**src/rtl/ps2_direction_decoder.sv**
```systemverilog
// PS/2 set-2 scan-code parser: E0/F0 prefix tracking, arrow move vector,
// held-key mask, P pause toggle and sequence timeout.
module ps2_direction_decoder #(
   parameter int TIMEOUT_CYCLES = 100000
) (
   input  logic        CLOCK_50,
   input  logic        resetn,
   input  logic [7:0]  received_data,
   input  logic        received_data_en,
   output logic [15:0] move,
   output logic        move_valid,
   output logic [3:0]  held,
   output logic        pause,
   output logic        seq_error
);

   localparam int CW = (TIMEOUT_CYCLES > 1) ? $clog2(TIMEOUT_CYCLES) : 1;
   localparam logic [CW-1:0] LAST = CW'(TIMEOUT_CYCLES - 1);

   localparam logic [7:0] B_EXT = 8'hE0;
   localparam logic [7:0] B_BRK = 8'hF0;
   localparam logic [7:0] B_P   = 8'h4D;

   typedef enum logic [1:0] {
      IDLE,
      EXT,
      BRK,
      EXT_BRK
   } state_t;

   state_t        state_q, state_d;
   logic [7:0]    byte_q;
   logic          byte_en_q;
   logic [CW-1:0] cnt_q, cnt_d;
   logic [15:0]   move_q, move_d;
   logic          move_valid_q, move_valid_d;
   logic [3:0]    held_q, held_d;
   logic          pause_q, pause_d;
   logic          seq_error_q, seq_error_d;
   logic          p_held_q, p_held_d;

   logic          arrow_hit;
   logic [15:0]   arrow_dir;
   logic [3:0]    arrow_mask;

   // Input capture stage; the FSM works on the byte one cycle later.
   always_ff @(posedge CLOCK_50 or negedge resetn) begin
      if (!resetn) begin
         byte_q    <= 8'h00;
         byte_en_q <= 1'b0;
      end else begin
         byte_q    <= received_data;
         byte_en_q <= received_data_en;
      end
   end

   // held bit order is {up, down, left, right}
   always_comb begin
      arrow_hit  = 1'b0;
      arrow_dir  = 16'h0000;
      arrow_mask = 4'b0000;
      case (byte_q)
         8'h75: begin
            arrow_hit  = 1'b1;
            arrow_dir  = 16'h00FF;
            arrow_mask = 4'b1000;
         end
         8'h72: begin
            arrow_hit  = 1'b1;
            arrow_dir  = 16'h0001;
            arrow_mask = 4'b0100;
         end
         8'h6B: begin
            arrow_hit  = 1'b1;
            arrow_dir  = 16'hFF00;
            arrow_mask = 4'b0010;
         end
         8'h74: begin
            arrow_hit  = 1'b1;
            arrow_dir  = 16'h0100;
            arrow_mask = 4'b0001;
         end
         default: ;
      endcase
   end

   always_comb begin
      state_d      = state_q;
      cnt_d        = cnt_q;
      move_d       = move_q;
      move_valid_d = 1'b0;
      held_d       = held_q;
      pause_d      = pause_q;
      seq_error_d  = 1'b0;
      p_held_d     = p_held_q;

      if (byte_en_q) begin
         // A byte always beats a timeout expiring in the same cycle.
         cnt_d = '0;
         if (byte_q == B_EXT) begin
            state_d = EXT;
         end else if (byte_q == B_BRK) begin
            unique case (state_q)
               IDLE:    state_d = BRK;
               EXT:     state_d = EXT_BRK;
               default: begin
                  state_d     = IDLE;
                  seq_error_d = 1'b1;
               end
            endcase
         end else begin
            state_d = IDLE;
            unique case (state_q)
               IDLE: begin
                  if (byte_q == B_P && !p_held_q) begin
                     pause_d  = ~pause_q;
                     p_held_d = 1'b1;
                  end
               end
               EXT: begin
                  if (arrow_hit) begin
                     held_d       = held_q | arrow_mask;
                     move_d       = arrow_dir;
                     move_valid_d = (arrow_dir != move_q);
                  end
               end
               BRK: begin
                  if (byte_q == B_P) begin
                     p_held_d = 1'b0;
                  end
               end
               EXT_BRK: begin
                  if (arrow_hit) begin
                     held_d = held_q & ~arrow_mask;
                  end
               end
            endcase
         end
      end else if (state_q != IDLE) begin
         if (cnt_q == LAST) begin
            state_d     = IDLE;
            cnt_d       = '0;
            seq_error_d = 1'b1;
         end else begin
            cnt_d = cnt_q + 1'b1;
         end
      end else begin
         cnt_d = '0;
      end
   end

   always_ff @(posedge CLOCK_50 or negedge resetn) begin
      if (!resetn) begin
         state_q      <= IDLE;
         cnt_q        <= '0;
         move_q       <= 16'h0000;
         move_valid_q <= 1'b0;
         held_q       <= 4'b0000;
         pause_q      <= 1'b0;
         seq_error_q  <= 1'b0;
         p_held_q     <= 1'b0;
      end else begin
         state_q      <= state_d;
         cnt_q        <= cnt_d;
         move_q       <= move_d;
         move_valid_q <= move_valid_d;
         held_q       <= held_d;
         pause_q      <= pause_d;
         seq_error_q  <= seq_error_d;
         p_held_q     <= p_held_d;
      end
   end

   assign move       = move_q;
   assign move_valid = move_valid_q;
   assign held       = held_q;
   assign pause      = pause_q;
   assign seq_error  = seq_error_q;

endmodule

```
**config.mk**
```make
export PLATFORM = sky130hd
export DESIGN_NAME = ps2_direction_decoder
export DESIGN_NICKNAME = d
export VERILOG_FILES = /design/src/rtl/ps2_direction_decoder.sv
export SDC_FILE = /design/constraint.sdc
export NUM_CORES = 1
export LEC_CHECK = 0
export ABC_AREA = 1
export CORE_ASPECT_RATIO = 1.75
export CORE_MARGIN = 1
export CORE_UTILIZATION = 46
export DETAILED_ROUTE_END_ITERATION = 6
export HOLD_SLACK_MARGIN = 0.15
export PLACE_DENSITY = 0.68
export SYNTH_ARGS = -nofsm -noshare
export SYNTH_HDL_FRONTEND = slang
export SYNTH_SLANG_ARGS = --single-unit
```
**constraint.sdc**
```tcl
create_clock -name CLOCK_50 -period 2.8 [get_ports CLOCK_50]
set_input_delay 0.28 -clock CLOCK_50 [delete_from_list [all_inputs] [get_ports CLOCK_50]]
set_output_delay 0.28 -clock CLOCK_50 [all_outputs]
set_load 0.02 [all_outputs]
```
==> metrics.txt, run 1 <==
Final Max Slew Viols 0; Die W 53.8 um; antenna-violating nets left 0; mux contribution to synthesized area 0%; syn_area_per_cell 7.60 sq um; Max Root-Sink Buffers 2; post-route clock period utilization 61.7%; Yosys Warn Count 0; Synth Area in XOR/XNOR 2.03%; Initial Util 48.6%; pwr/cell area 435 nW/um^2; final WL 4330 um; R2R depth 8; Yosys reg bits 40; Seq/Total Area, Yosys 46.3%; DR iter-0 viols 35; post-CTS setup buffer count 0; vias post-DR 1805; CP Capture Type output port; WP depth 1; Synth cell types 28; setup_tns 0 ns; Resized cells post-CTS 0; initial antenna violation count 0; largest family of logic cells by synthesized area simple AND/OR/NAND/NOR gates; 1st-pass router iterations 4; Final HPWL DP 3270 um; Worst EP required 2.52 ns; DIE AREA 4980 sq um; RSZ-0062 raised after global routing false; outcome complete, no violations; Synth Area in Compound Gates 3.19%; worst reg2reg endpoint cnt_q[2]; Worst-path clk slew 0.08 ns; Critical Path Start move[7]; Pleak 1.15 nW; Core Rows 32; final-report hold violation count 0; R2R Path Start cnt_q[0]; clk sinks 40; Post-Synthesis Cells 284; Synth Area in Adders 0.579%; routability cong. 0.899; slowest stage cell on the critical path clkdlybuf4s50_1; f_max 0.578 GHz; # DRC 0; largest net degree at the start of global routing 41; CP top delay family buffers and inverters; critical path arrival 1.45 ns; worst skew pair latency 0.29 ns; VDD IR max 0.427 mV; Cell Area, Synth 2160 sq um; Slew @ Worst Pin 0.904 ns; Die Span Y 92.6 um; Post-Syn Nets 296; CTS Buf Count 5; quantity of hold-fixing buffers added after cts 1; root buf cell clkbuf_8; Bufs and invs on worst path 1; crit path to move[2]; grt ovf 0; CTS tree built; crit path launch type register; core area 4440 sq um; first-pass GRT wire length 7450 um; Slew Limit Headroom 39.7%; worst hold-check path type primary input to register; share of layout cells above drive strength 1 6.43%; r2r setup slk 1.25 ns; vias in the first global route 1881; P&R area growth vs syn 18.2%; GRT Total Usage 20.5%; drt wl/cell 12.0 um; placed cell count 353; CP max stage delay 0.66 ns; IO Count 34; PortBufs 33; post-layout minimum cycle time 1.73 ns; critical path class register to output port; Final Non-Filler Cells 362; max cap viols 0; # H-tree levels 2; Layout Nets 322; Post-Route Skew 0.0111 ns; via density per instance 4.99; post-synthesis simple-gate area fraction 34.8%; CP max FO 10; Antenna diodes 0; Final setup viols 0; critical-path cell list clkdlybuf4s50_1
-- cell type report --
type	count	area, sq um
fill	411	1890
inverter	45	169
tap	51	63.8
clock inverter	2	35.0
clock buffer	6	72.6
sequential	40	1000
timing repair buffer	34	335
multi-input combinational	184	876
-- cell families after synthesis --
logic type / after synthesis
and+or+nand+nor: 166
AOI/OAI and AO/OA: 12
buffers and inverters: 60
adders and majority gates: 1
DFF: 40
xor gates and xnor gates: 5
-- worst reg2reg max path, delay by kind of cell (launching register included) --
| family | cells | cell delay (ns) |
|---|---|---|
| buf+inv | 1 | 0.09 |
| simple gates | 6 | 0.77 |
| flops | 1 | 0.40 |
| fa+ha+maj | 1 | 0.22 |
-- through the flow --
stage	hold slack, ns	worst slack, ns	util [%]	area [sq um]	total power, mW
floorplan	-0.0156	1.42	-	2160	0.625
global placement	0.443	1.32	54.8	2430	0.657
detailed placement	0.455	1.24	54.8	2430	0.658
CTS	0.416	1.05	57.4	2550	1.13
global route	0.420	0.965	57.4	2550	1.15
finish	0.419	1.07	57.4	2550	1.11
-- registers in the layout (all words and copies together) (netlist names), named ones only --
name / count
cnt_q: 17
byte_q: 8
move: 4
state_q: 2
byte_en_q: 1
move_valid: 1
p_held_q: 1
pause: 1
seq_error: 1
-- report_power, final --
group / internal (mW) / leakage, nW / switching [mW] / total [mW]
Sequential: 0.586 / 0.537 / 0.00916 / 0.595
Clock: 0.265 / 0.0552 / 0.198 / 0.463
Combinational: 0.0205 / 0.557 / 0.0303 / 0.0507
Total: 0.871 / 1.15 / 0.238 / 1.11
-- routing by layer --
layer	part of all wire (%)	routed length, um	vias up	global-route usage [%]
met5	0	0	-	0
met3	3.1	134	9	3.12
met2	58	2490	39	39.6
met4	2.5	110	0	10.3
li1	-	-	925	-
met1	37	1600	832	18.6
-- cells in the mapped netlist --
master	instances	area, sq um
a21oi_1	1	5.00
buf_2	1	5.00
buf_4	12	90.1
buf_8	1	15.0
clkbuf_1	1	3.75
dfrtp_1	40	1000
ha_1	1	12.5
inv_1	43	161
inv_2	2	7.51
nand2_1	65	244
nand2_2	2	12.5
nand3_1	20	100
nand3_2	1	10.0
nand3_4	1	17.5
nand3b_1	3	22.5
nand4_1	10	62.6
nor2_1	49	184
nor2_2	3	18.8
nor2_4	1	11.3
nor3_1	6	30.0
nor3_2	1	10.0
nor3b_1	2	15.0
nor4_1	2	12.5
o21ai_0	8	40.0
o21ai_2	1	8.76
o21bai_1	1	7.51
o31ai_1	1	7.51
xor2_1	5	43.8
-- worst min path at each step --
stage | from | endpoint | slack (ns) | cells after the start
final | received_data[7] | byte_q[7] | 0.42 | 1
after global routing | received_data[3] | byte_q[3] | 0.42 | 1
after CTS | received_data[7] | byte_q[7] | 0.42 | 1
after detailed placement | cnt_q[0] | cnt_q[0] | 0.45 | 1
after global placement | cnt_q[0] | cnt_q[0] | 0.44 | 1
after floorplan | resetn | asynchronous set/reset pin | -0.02 | 0
-- cells in the final DEF, fill, tap and decap left out, drive strengths merged --
| cell | Yosys | routed |
|---|---|---|
| ha | 1 | 1 |
| clkinv | 0 | 1 |
| nand2 | 67 | 67 |
| nand4 | 10 | 10 |
| o21bai | 1 | 1 |
| nor4 | 2 | 2 |
| nor3 | 7 | 7 |
| o21ai | 9 | 9 |
| xor2 | 5 | 5 |
| dlygate4sd3 | 0 | 1 |
| nand3 | 22 | 22 |
| bufinv | 0 | 1 |
| dfrtp | 40 | 40 |
| nand3b | 3 | 3 |
| clkdlybuf4s50 | 0 | 32 |
| o31ai | 1 | 1 |
| clkbuf | 1 | 6 |
| nor3b | 2 | 2 |
| a21oi | 1 | 1 |
| inv | 45 | 45 |
| buf | 14 | 1 |
| nor2 | 53 | 53 |
Note: power is estimated with default switching activity, not from simulation.
==> run 2, diff against run 1 <==
==> constraint.sdc (replaced) <==
create_clock -name CLOCK_50 -period 1.6 [get_ports CLOCK_50]
set_input_delay 0.16 -clock CLOCK_50 [delete_from_list [all_inputs] [get_ports CLOCK_50]]
set_output_delay 0.16 -clock CLOCK_50 [all_outputs]
set_load 0.02 [all_outputs]
==> metrics.txt, run 2 (synthesized netlist as in run 1, its figures left out) <==
combinational fraction of design power 4.9%; Core Rows 32; root buf cell clkbuf_8; worst hold-check path type primary input to register; switching pwr 417 uW; # H-tree levels 2; Die W 53.8 um; # DRC 0; Post-Route Skew 0.00667 ns; worst skew pair latency 0.29 ns; antenna-violating nets left 0; R2R Path Start cnt_q[0]; Final Max Slew Viols 0; VDD IR max 0.602 mV; switching fraction of total power 21.4%; vias post-DR 1860; Slew Limit Headroom 68.1%; 1st-pass router iterations 4; Die Span Y 92.6 um; core area 4440 sq um; DR iter-0 viols 25; Max Root-Sink Buffers 2; critical path arrival 1.68 ns; drt wl/cell 12.1 um; Worst-path clk slew 0.08 ns; crit path launch type register; final WL 4430 um; PortBufs 33; IO Count 34; max cap viols 0; RSZ-0062 raised after global routing false; vias in the first global route 1884; Min-Delay Startpoint received_data[5]; clock network fraction of total power 41.5%; Initial Util 48.6%; grt ovf 0; clk sinks 40; Worst EP required 1.80 ns; outcome complete, no violations; first-pass GRT wire length 7480 um; critical path class register to register; DIE AREA 4980 sq um; largest net degree at the start of global routing 22; Pleak 1.32 nW; post-route clock period utilization 92.1%; share of layout cells above drive strength 1 8.57%; Final setup viols 0; routability cong. 0.875; most common cell after layout, fill and taps aside nand2_1; GRT Total Usage 20.7%; post-layout minimum cycle time 1.47 ns; initial antenna violation count 0; P&R area growth vs syn 21.0%; CTS tree built; Layout Nets 326; cell-internal power 1.53 mW; Slew @ Worst Pin 0.478 ns; CP Capture Type register; pwr/cell area 745 nW/um^2; Critical Path Start cnt_q[0]; f_max 0.679 GHz; Largest register FFs 17; via density per instance 5.08; final-report hold violation count 0; CTS Buf Count 5; Biggest register cnt_q; Final HPWL DP 3320 um; setup_tns 0 ns; CP max FO 8; total power 1.95 mW; Antenna diodes 0; most frequent cells in the layout nand2_1 (64), nor2_1 (48), inv_1 (43); Reg power frac 53.5%
[run 2: cell types whose count changed in the layout (fill, tap and decap cells not counted), sizes merged]
| cell | before | now |
|---|---|---|
| nand3 | 22 | 23 |
| clkdlybuf4s50 | 32 | 18 |
| dlymetal6s2s | 0 | 6 |
| buf | 1 | 4 |
| dlygate4sd2 | 0 | 8 |
[run 2: layout make-up]
| class | instances | area (sq um) |
|---|---|---|
| timing repair buffer | 37 | 375 |
| clock buffer | 6 | 72.6 |
| inverter | 45 | 169 |
| tap | 51 | 63.8 |
| fill | 405 | 1830 |
| clock inverter | 2 | 35.0 |
| multi-input combinational | 185 | 896 |
| sequential | 40 | 1000 |
[run 2: metal layers]
layer  routed length [um]  vias to the layer above  global-route usage (%)
li1                     -                      939                       -
met1                 1590                      856                    19.1
met2                 2490                       49                    38.0
met3                  167                       16                    3.78
met4                  186                        0                    13.4
met5                    0                        -                       0
[run 2: power groups by stage]
stage	registers (mW)	logic [mW]	clock network, mW
after detailed placement	1.06	0.0960	0
final	1.04	0.0962	0.809
after global routing	1.04	0.110	0.879
after global placement	1.06	0.0941	0
after floorplan	1.06	0.0351	0
after CTS	1.04	0.0979	0.839
[run 2: worst paths after layout]
check / to / slack, ns / cells after the start
max in group asynchronous: cnt_q[12] / 0.78 / 3
hold / removal: byte_q[5] / 0.30 / 1
setup reg to reg: cnt_q[12] / 0.13 / 8
min in group asynchronous: move[14] / 0.35 / 2
setup / recovery: cnt_q[12] / 0.13 / 8
hold reg to reg: cnt_q[0] / 0.47 / 1
[run 2: per-stage QoR]
| step | setup slack [ns] | utilization (%) | area [sq um] | instances | hold WS, ns |
|---|---|---|---|---|---|
| floorplan | 0.221 | - | 2160 | 284 | -0.136 |
| global route | 0.0130 | 58.8 | 2610 | 366 | 0.291 |
| CTS | 0.00211 | 57.8 | 2570 | 364 | 0.290 |
| global placement | 0.135 | 55.4 | 2460 | 355 | 0.150 |
| finish | 0.127 | 58.8 | 2610 | 366 | 0.298 |
| detailed placement | 0.0795 | 55.4 | 2460 | 355 | 0.151 |
[run 2: repair_timing]
item | 4_1_cts | 5_1_grt
cloned | 0 | 1
gates resized for setup | 8 | 9
endpoints found under the hold margin | 19 | 0
setup endpoints to repair | 14 | 11
hold buffers | 1 | 0
setup buffers | 0 | 1
[run 2: worst max-delay path, cell delays in order, from the launching register on]
cell and delay (ns):
dfrtp_1 0.40, ha_1 0.23, nand2_2 0.10, nor2_4 0.05, inv_2 0.07, nor2_2 0.04
nand2_2 0.13, nand3_4 0.15, nor3b_1 0.21
==> run 3, diff against run 2 <==
--- a/config.mk
+++ b/config.mk
@@ -6,12 +6,11 @@
 export NUM_CORES = 1
 export LEC_CHECK = 0
 export ABC_AREA = 1
-export CORE_ASPECT_RATIO = 1.75
 export CORE_MARGIN = 1
-export CORE_UTILIZATION = 46
+export CORE_UTILIZATION = 35
 export DETAILED_ROUTE_END_ITERATION = 6
 export HOLD_SLACK_MARGIN = 0.15
-export PLACE_DENSITY = 0.68
+export PLACE_DENSITY = 0.54
 export SYNTH_ARGS = -nofsm -noshare
 export SYNTH_HDL_FRONTEND = slang
 export SYNTH_SLANG_ARGS = --single-unit
==> metrics.txt, run 3 (synthesized netlist as in run 1, its figures left out) <==
outcome complete, no violations; crit path launch type register; most common cell after layout, fill and taps aside nand2_1; critical path arrival 1.36 ns; Worst EP required 1.44 ns; PortBufs 33; drt wl/cell 11.2 um; Pleak 1.27 nW; Worst-path clk slew 0.08 ns; VDD IR max 0.407 mV; antenna-violating nets left 0; final-report hold violation count 0; CP top delay family buffers and inverters; DR iter-0 viols 78; largest net degree at the start of global routing 22; clk sinks 40; Min-Delay Startpoint received_data[7]; Critical Path Start move[7]; worst reg2reg endpoint cnt_q[16]; vias in the first global route 1685; placed cell count 378; Slew @ Worst Pin 0.470 ns; Die Span Y 80.6 um; r2r setup slk 0.11 ns; P&R area growth vs syn 23.3%; CP Capture Type output port; max cap viols 0; Slew Limit Headroom 68.6%; Antenna diodes 0; CP max stage delay 0.63 ns; Final Max Slew Viols 0; via density per instance 4.52; Final setup viols 0; DIE AREA 6490 sq um; post-route clock period utilization 94.9%; CTS Buf Count 5; Bufs and invs on worst path 1; worst hold-check path type primary input to register; critical-path cell list clkdlybuf4s50_1; pwr/cell area 768 nW/um^2; core area 5920 sq um; Layout Nets 325; Die W 80.6 um; slowest stage cell on the critical path clkdlybuf4s50_1; share of layout cells above drive strength 1 9.24%; most frequent cells in the layout nand2_1 (64), nor2_1 (48), inv_1 (43); # H-tree levels 2; Post-Route Skew 0.0118 ns; Largest register FFs 17; critical path class register to output port; worst hold endpoint byte_q[7]; GRT Total Usage 15.1%; first-pass GRT wire length 7470 um; worst skew pair latency 0.29 ns; IO Count 34; CP max FO 10; grt ovf 0; post-layout minimum cycle time 1.52 ns; FILL cells 607; vias post-DR 1760; Biggest register cnt_q; Final Non-Filler Cells 389; root buf cell clkbuf_8; R2R Path Start cnt_q[0]; final WL 4350 um; initial antenna violation count 0; # DRC 0; Worst Hold Slack 0.295 ns; CTS tree built; R2R depth 10; Initial Util 36.5%; Max Root-Sink Buffers 2; routability cong. 0.841; 1st-pass router iterations 4; Final HPWL DP 3230 um; Core Rows 28; Hold Crit Depth 1; f_max 0.658 GHz
==> run 3: layout make-up <==
type	count	area [sq um]	area share, %
Timing Repair Buffer	36	365	13.7
Inverter	45	169	6.34
Multi-Input combinational cell	185	906	34.0
Clock buffer	7	96.3	3.62
Sequential cell	40	1000	37.6
Clock inverter	1	30.0	1.13
Tap cell	75	93.8	3.52
==> run 3: per-stage QoR <==
stage | setup slack [ns] | setup TNS [ns] | utilization, % | cell area [sq um] | power, mW
3_5_place_dp | 0.0428 | 0 | 42.0 | 2480 | 1.16
6_report | 0.0813 | 0 | 45.0 | 2660 | 2.04
5_1_grt | -0.0126 | -0.0126 | 45.0 | 2660 | 2.14
2_1_floorplan | 0.221 | 0 | - | 2160 | 1.09
3_3_place_gp | 0.109 | 0 | 42.0 | 2480 | 1.16
4_1_cts | 0.00561 | 0 | 44.2 | 2620 | 2.07
==> run 3: what timing repair did <==
| item | in CTS | in global routing |
|---|---|---|
| cloned | 0 | 1 |
| pin swaps | 0 | 4 |
| hold buffers | 1 | 0 |
| hold endpoints to repair | 19 | 0 |
| setup buffers | 0 | 1 |
| resized for setup | 7 | 10 |
| setup endpoints to repair | 14 | 17 |
==> run 3: how the worst max path moves through the flow <==
stage,endpoint,cells after the start
after global placement,cnt_q[16],10
after floorplan,cnt_q[10],9
final,move[6],1
after detailed placement,cnt_q[12],8
after global routing,cnt_q[11],6
after CTS,move[10],1
==> run 3: power by group <==
group / switching [mW] / internal (mW) / leakage [nW]
registers: 0.0159 / 1.03 / 0.536
clock network: 0.357 / 0.551 / 0.0645
logic: 0.0545 / 0.0408 / 0.674
==> run 3: routing by layer <==
layer | vias up | routed length (um) | track usage (%)
li1 | 930 | - | -
met1 | 790 | 2100 | 19.2
met2 | 33 | 1980 | 24.4
met3 | 7 | 203 | 3.75
met4 | 0 | 65 | 5.89
met5 | - | 0 | 0
==> run 3: worst register-to-register path, stage by stage (launching register included) <==
cell and delay, ns:
dfrtp_1 0.39, ha_2 0.20, nand2_2 0.08, nor2_4 0.15, inv_2 0.07, nor2_2 0.09
nand2_2 0.12, nand3_4 0.15, nor2_1 0.06, nand2_1 0.05, inv_1 0.03
